==> src/rtl/ifid_pkg.sv <==
// Shared types and instruction field positions for the IF/ID skid stage.
package ifid_pkg;

    typedef enum logic [1:0] {
        EMPTY = 2'd0,
        BUSY  = 2'd1,
        FULL  = 2'd2
    } ifid_state_t;

    localparam logic [15:0] NOP_INSTR_DEF = 16'hF000;

    localparam int OPC_HI   = 15;
    localparam int OPC_LO   = 12;
    localparam int RD_HI    = 11;
    localparam int RD_LO    = 8;
    localparam int RS_HI    = 7;
    localparam int RS_LO    = 4;
    localparam int RT_HI    = 3;
    localparam int RT_LO    = 0;
    localparam int BC_HI    = 10;
    localparam int BC_LO    = 8;
    localparam int IMM8_HI  = 7;
    localparam int IMM8_LO  = 0;
    localparam int TGT12_HI = 11;
    localparam int TGT12_LO = 0;

endpackage

==> src/rtl/ifid_slot.sv <==
// One pipeline entry: valid flag plus {instr, pc}; clear wins over load and restores the NOP.
module ifid_slot #(
    parameter int unsigned PC_W      = 16,
    parameter logic [15:0] NOP_INSTR = 16'hF000
) (
    input  logic            i_clk,
    input  logic            i_rst,
    input  logic            i_load,
    input  logic            i_clear,
    input  logic [15:0]     i_instr,
    input  logic [PC_W-1:0] i_pc,
    output logic            o_valid,
    output logic [15:0]     o_instr,
    output logic [PC_W-1:0] o_pc
);

    logic            r_valid;
    logic [15:0]     r_instr;
    logic [PC_W-1:0] r_pc;

    always_ff @(posedge i_clk or posedge i_rst) begin
        if (i_rst) begin
            r_valid <= 1'b0;
            r_instr <= NOP_INSTR;
            r_pc    <= '0;
        end else if (i_clear) begin
            r_valid <= 1'b0;
            r_instr <= NOP_INSTR;
            r_pc    <= '0;
        end else if (i_load) begin
            r_valid <= 1'b1;
            r_instr <= i_instr;
            r_pc    <= i_pc;
        end
    end

    assign o_valid = r_valid;
    assign o_instr = r_instr;
    assign o_pc    = r_pc;

endmodule

==> src/rtl/ifid_skid_stage.sv <==
// IF/ID stage: valid/ready handshake, optional skid slot, pre-sliced fields, stall/flush counters.
module ifid_skid_stage
    import ifid_pkg::*;
#(
    parameter int unsigned PC_W      = 16,
    parameter logic [15:0] NOP_INSTR = NOP_INSTR_DEF,
    parameter bit          SKID_EN   = 1'b1,
    parameter int unsigned CNT_W     = 16
) (
    input  logic             i_clk,
    input  logic             i_rst,
    input  logic             i_in_valid,
    output logic             o_in_ready,
    input  logic [15:0]      i_instruction_in,
    input  logic [PC_W-1:0]  i_pc_in,
    input  logic             i_flush,
    output logic             o_out_valid,
    input  logic             i_out_ready,
    output logic [15:0]      o_instruction_out,
    output logic [PC_W-1:0]  o_pc_out,
    output logic [3:0]       o_cntrl_input,
    output logic [3:0]       o_reg_rd,
    output logic [3:0]       o_reg_rs,
    output logic [3:0]       o_reg_rt,
    output logic [2:0]       o_branch_cond,
    output logic [3:0]       o_arith_imm,
    output logic [7:0]       o_load_save_imm,
    output logic [11:0]      o_call_target,
    input  logic             i_cnt_clr,
    output logic [CNT_W-1:0] o_stall_cnt,
    output logic [CNT_W-1:0] o_flush_cnt
);

    ifid_state_t      r_state;
    ifid_state_t      w_state_d;
    logic             w_accept;
    logic             w_drain;
    logic             w_head_load;
    logic             w_head_clr;
    logic             w_skid_load;
    logic             w_skid_clr;
    logic             w_head_valid;
    logic [15:0]      w_head_instr;
    logic [PC_W-1:0]  w_head_pc;
    logic             w_skid_valid;
    logic [15:0]      w_skid_instr;
    logic [PC_W-1:0]  w_skid_pc;
    logic [15:0]      w_head_instr_in;
    logic [PC_W-1:0]  w_head_pc_in;
    logic [CNT_W-1:0] r_stall_cnt;
    logic [CNT_W-1:0] r_flush_cnt;

    assign o_in_ready  = SKID_EN ? (r_state != FULL) : (!w_head_valid || i_out_ready);
    assign o_out_valid = w_head_valid;
    assign w_accept    = i_in_valid && o_in_ready;
    assign w_drain     = o_out_valid && i_out_ready;

    // Flush overrides everything, including an accept offered in the same cycle.
    always_comb begin
        w_state_d   = r_state;
        w_head_load = 1'b0;
        w_head_clr  = 1'b0;
        w_skid_load = 1'b0;
        w_skid_clr  = 1'b0;
        if (i_flush) begin
            w_state_d  = EMPTY;
            w_head_clr = 1'b1;
            w_skid_clr = 1'b1;
        end else begin
            unique case (r_state)
                EMPTY: begin
                    if (w_accept) begin
                        w_head_load = 1'b1;
                        w_state_d   = BUSY;
                    end
                end
                BUSY: begin
                    if (w_accept && w_drain) begin
                        w_head_load = 1'b1;
                    end else if (w_accept) begin
                        w_skid_load = 1'b1;
                        w_state_d   = FULL;
                    end else if (w_drain) begin
                        w_head_clr = 1'b1;
                        w_state_d  = EMPTY;
                    end
                end
                FULL: begin
                    if (w_drain) begin
                        w_head_load = 1'b1;
                        w_skid_clr  = 1'b1;
                        w_state_d   = BUSY;
                    end
                end
                default: w_state_d = EMPTY;
            endcase
        end
    end

    always_ff @(posedge i_clk or posedge i_rst) begin
        if (i_rst) r_state <= EMPTY;
        else       r_state <= w_state_d;
    end

    // The skid entry is always older than the input, so it refills the head first.
    assign w_head_instr_in = (r_state == FULL) ? w_skid_instr : i_instruction_in;
    assign w_head_pc_in    = (r_state == FULL) ? w_skid_pc    : i_pc_in;

    ifid_slot #(.PC_W(PC_W), .NOP_INSTR(NOP_INSTR)) u_head (
        .i_clk   (i_clk),
        .i_rst   (i_rst),
        .i_load  (w_head_load),
        .i_clear (w_head_clr),
        .i_instr (w_head_instr_in),
        .i_pc    (w_head_pc_in),
        .o_valid (w_head_valid),
        .o_instr (w_head_instr),
        .o_pc    (w_head_pc)
    );

    generate
        if (SKID_EN) begin : g_skid
            ifid_slot #(.PC_W(PC_W), .NOP_INSTR(NOP_INSTR)) u_skid (
                .i_clk   (i_clk),
                .i_rst   (i_rst),
                .i_load  (w_skid_load),
                .i_clear (w_skid_clr),
                .i_instr (i_instruction_in),
                .i_pc    (i_pc_in),
                .o_valid (w_skid_valid),
                .o_instr (w_skid_instr),
                .o_pc    (w_skid_pc)
            );
        end else begin : g_no_skid
            logic w_unused_skid;
            assign w_skid_valid  = 1'b0;
            assign w_skid_instr  = NOP_INSTR;
            assign w_skid_pc     = '0;
            assign w_unused_skid = w_skid_load ^ w_skid_clr ^ w_skid_valid;
        end
    endgenerate

    assign o_instruction_out = w_head_valid ? w_head_instr : NOP_INSTR;
    assign o_pc_out          = w_head_valid ? w_head_pc    : '0;

    assign o_cntrl_input   = o_instruction_out[OPC_HI:OPC_LO];
    assign o_reg_rd        = o_instruction_out[RD_HI:RD_LO];
    assign o_reg_rs        = o_instruction_out[RS_HI:RS_LO];
    assign o_reg_rt        = o_instruction_out[RT_HI:RT_LO];
    assign o_branch_cond   = o_instruction_out[BC_HI:BC_LO];
    assign o_arith_imm     = o_instruction_out[RT_HI:RT_LO];
    assign o_load_save_imm = o_instruction_out[IMM8_HI:IMM8_LO];
    assign o_call_target   = o_instruction_out[TGT12_HI:TGT12_LO];

    always_ff @(posedge i_clk or posedge i_rst) begin
        if (i_rst) begin
            r_stall_cnt <= '0;
            r_flush_cnt <= '0;
        end else if (i_cnt_clr) begin
            r_stall_cnt <= '0;
            r_flush_cnt <= '0;
        end else begin
            if (o_out_valid && !i_out_ready && (r_stall_cnt != '1))
                r_stall_cnt <= r_stall_cnt + CNT_W'(1);
            if (i_flush && (r_flush_cnt != '1))
                r_flush_cnt <= r_flush_cnt + CNT_W'(1);
        end
    end

    assign o_stall_cnt = r_stall_cnt;
    assign o_flush_cnt = r_flush_cnt;

endmodule

==> config.mk <==
export PLATFORM = sky130hd
export DESIGN_NAME = ifid_skid_stage
export DESIGN_NICKNAME = d
export VERILOG_FILES = /design/src/rtl/ifid_pkg.sv /design/src/rtl/ifid_slot.sv /design/src/rtl/ifid_skid_stage.sv
export SDC_FILE = /design/constraint.sdc
export NUM_CORES = 1
export LEC_CHECK = 0
export ABC_AREA = 1
export ABC_CLOCK_PERIOD_IN_PS = 3450
export CORE_UTILIZATION = 45
export DETAILED_ROUTE_END_ITERATION = 16
export PLACE_DENSITY = 0.79
export SETUP_SLACK_MARGIN = 0.02
export SYNTH_ARGS = -nofsm -noshare
export SYNTH_HDL_FRONTEND = slang
export SYNTH_SLANG_ARGS = --single-unit
==> constraint.sdc <==
create_clock -name i_clk -period 3.45 [get_ports i_clk]
set_input_delay 1.035 -clock i_clk [delete_from_list [all_inputs] [get_ports i_clk]]
set_output_delay 1.035 -clock i_clk [all_outputs]
set_load 0.005 [all_outputs]
==> results.toml <==
[floorplanning]
die_h_um = 114
fp.coreArea_um2 = 12100
start_util = 0.464
die_w_um = 114
dieArea_um2 = 12900
floorplan.rows = 40
boundaryPins = 147

[job]
drv_cap = 0

[synthesis]
synth_top_area_share = 0.405
syn_nets = 814
synth_area_leaders = "dfrtp_1 41%, nand2_1 20%, inv_1 5.9%, buf_4 5.9%, o21ai_0 5.3%"
synth_warnings = 0
synth_area_per_cell_um2 = 7.26
netlist_instances = 774
synth_cell_types = 29
seq_area_frac_synth = 0.443
ys_seq_elements = 99
syn_area_um2 = 5620
synth_top_cell_by_area = "dfrtp_1"

[power_and_ir_drop]
p_leak_nw = 3.51
power_density_nw_per_um2 = 371
ir_worst_vdd_v = 0.000198

[finish]
num_antenna_cells = 0
final_nets = 908
final_common_cell = "nand2_1"
area_growth_pct = 27.8
drive_above_1_share = 0.0641
fin_util = 0.593
final_cell_mix = "295 x nand2_1, 146 x clkdlybuf4s50_1, 91 x dfrtp_1"

[timing]
finalMaxSlewViolations = 0
hold_violations = 0
setup_viol = 0
rsz0062_at_grt = "false"
fin_tns_setup_ns = 0
max_slew.worst_pin.slew_ns = 0.594
slew-limit-headroom = 0.604
fin_skew_ns = 0.00533
fin_crit_ns = 2.81
timing.fmax_mhz = 356
post-route-period-util = 0.814

[critical_path]
cp-start-kind = "flop"
worst-setup-path-type = "reg2out"
worst-path-max-fanout = 13
end_kind = "output pin"
cp.required_ns = 2.41
crit_arrival_ns = 1.77

[grt]
grtUsageMet3 = 0.0329
globalRouteTotalUtil = 0.213
grtUsageMet1 = 0.284
grt_pass1_vias = 4622
antenna_found_initial = 0
grt_pass1_wl_mm = 22.0
grt_overflow = 0
grt_max_degree = 89
use_met2 = 0.359
top_usage_layer = "met2"

[route]
wl_per_cell_um = 12.7
drc_errors = 0
vias_per_cell = 4.82
num_vias = 5021
first_iter_violations = 283
drt-total-wl_mm = 13.2
ant_nets = 0
first_pass_iters = 5

[clock_network]
cts.sinks = 99
htreeDepth = 3
ctsLongestPathBuffers = 2
cts_hold_buf = 0
clk_pin_slew_worst_paths_ns = 0.07
cts-resized-gates = 0
root_buffer = "clkbuf_16"
cts_inserted_buffers = 9
post_cts_buffers = 0
clk_latency_ns = 0.34
tritoncts = "yes"

[place]
portBuffers = 146
gp_congestion = 0.818
dp_hpwl_mm = 9.04

[min_path]
hold_class = "reg2reg"

[outcome]
status = "finished clean"
Yosys cell counts (all sizes together):
cell type	number
xnor2	1
inv	93
clkbuf	10
nand2	299
dfrtp	91
a21oi	9
nor3	1
dfstp	8
nand3b	1
o21a	1
buf	61
nor2	56
o21ai	71
nand3	25
xor2	10
or2	2
nand4	28
o31ai	1
o21bai	4
ha	2
stage by stage:
step / hold slack [ns] / instances / instance area, um^2 / setup slack, ns / power (mW)
CTS: 0.473 / 1041 / 7190 / 0.612 / 2.70
global route: 0.498 / 1041 / 7190 / 0.541 / 2.80
floorplan: 0.444 / 774 / 5620 / 1.25 / 1.52
detailed placement: 0.463 / 1025 / 6890 / 0.677 / 1.70
finish: 0.469 / 1041 / 7190 / 0.643 / 2.67
global placement: 0.460 / 1025 / 6890 / 0.751 / 1.69
per-layer routing:
metal,vias up,share of wire
met2,174,0.48
met1,2293,0.45
met5,-,0
met3,12,0.065
li1,2542,-
met4,0,0.0099
area by class of cell:
class | count | area, um^2
Fill cell | 1154 | 4930
Clock buffer | 10 | 239
Multi-Input combinational cell | 511 | 2310
Tap cell | 168 | 210
Sequential cell | 99 | 2490
Timing Repair Buffer | 154 | 1530
Inverter | 93 | 353
Clock inverter | 6 | 56.3
worst paths after layout:
check	start	to	slack (ns)	depth (start not counted)
setup reg to reg	o_stall_cnt[0]$_DFFE_PP0P_	o_stall_cnt[14]$_DFFE_PP0P_	1.51	9
hold / removal	u_head.o_instr[15]$_DFFE_PP1P_	u_head.o_instr[15]$_DFFE_PP1P_	0.47	2
min in group asynchronous	i_rst	o_flush_cnt[2]$_DFFE_PP0P_	1.00	2
setup / recovery	u_head.o_valid$_DFFE_PP0P_	o_instruction_out[15]	0.64	4
hold reg to reg	u_head.o_instr[15]$_DFFE_PP1P_	u_head.o_instr[15]$_DFFE_PP1P_	0.47	2
max in group asynchronous	i_rst	u_head.o_instr[3]$_DFFE_PP0P_	1.71	3
worst max-delay path, cell delays in order, from the launching register on:
cell             delay [ns]
dfrtp_1                0.35
buf_4                  0.21
inv_1                  0.09
or2_2                  0.32
clkdlybuf4s50_1        0.46
logic make-up (layout without fill, tap and decap cells):
| logic type | after synthesis | after routing | synth area share |
|---|---|---|---|
| buffers and inverters | 164 | 263 | 0.147 |
| adder cells (fa/ha/maj) | 2 | 2 | 0.00445 |
| AND/OR/NAND/NOR | 412 | 412 | 0.309 |
| flip-flops | 99 | 99 | 0.443 |
| AO/OA/AOI/OAI | 86 | 86 | 0.0793 |
| XOR/XNOR | 11 | 11 | 0.0171 |
sequential cells by signal, indices dropped and copies added, names as in the netlist:
name and cells:
g_skid.u_skid.o_instr 16, g_skid.u_skid.o_pc 16, o_flush_cnt 16, o_stall_cnt 16, u_head.o_instr 16, u_head.o_pc 16
r_state 2, u_head.o_valid 1
power by group:
| part | internal (mW) | switching (mW) | leakage (nW) | total (mW) |
|---|---|---|---|---|
| clock | 0.525 | 0.472 | 0.143 | 0.997 |
| combinational | 0.183 | 0.231 | 2.03 | 0.414 |
| sequential | 1.23 | 0.0312 | 1.33 | 1.26 |
| total | 1.93 | 0.734 | 3.51 | 2.67 |
(Power assumes the default switching activity.)
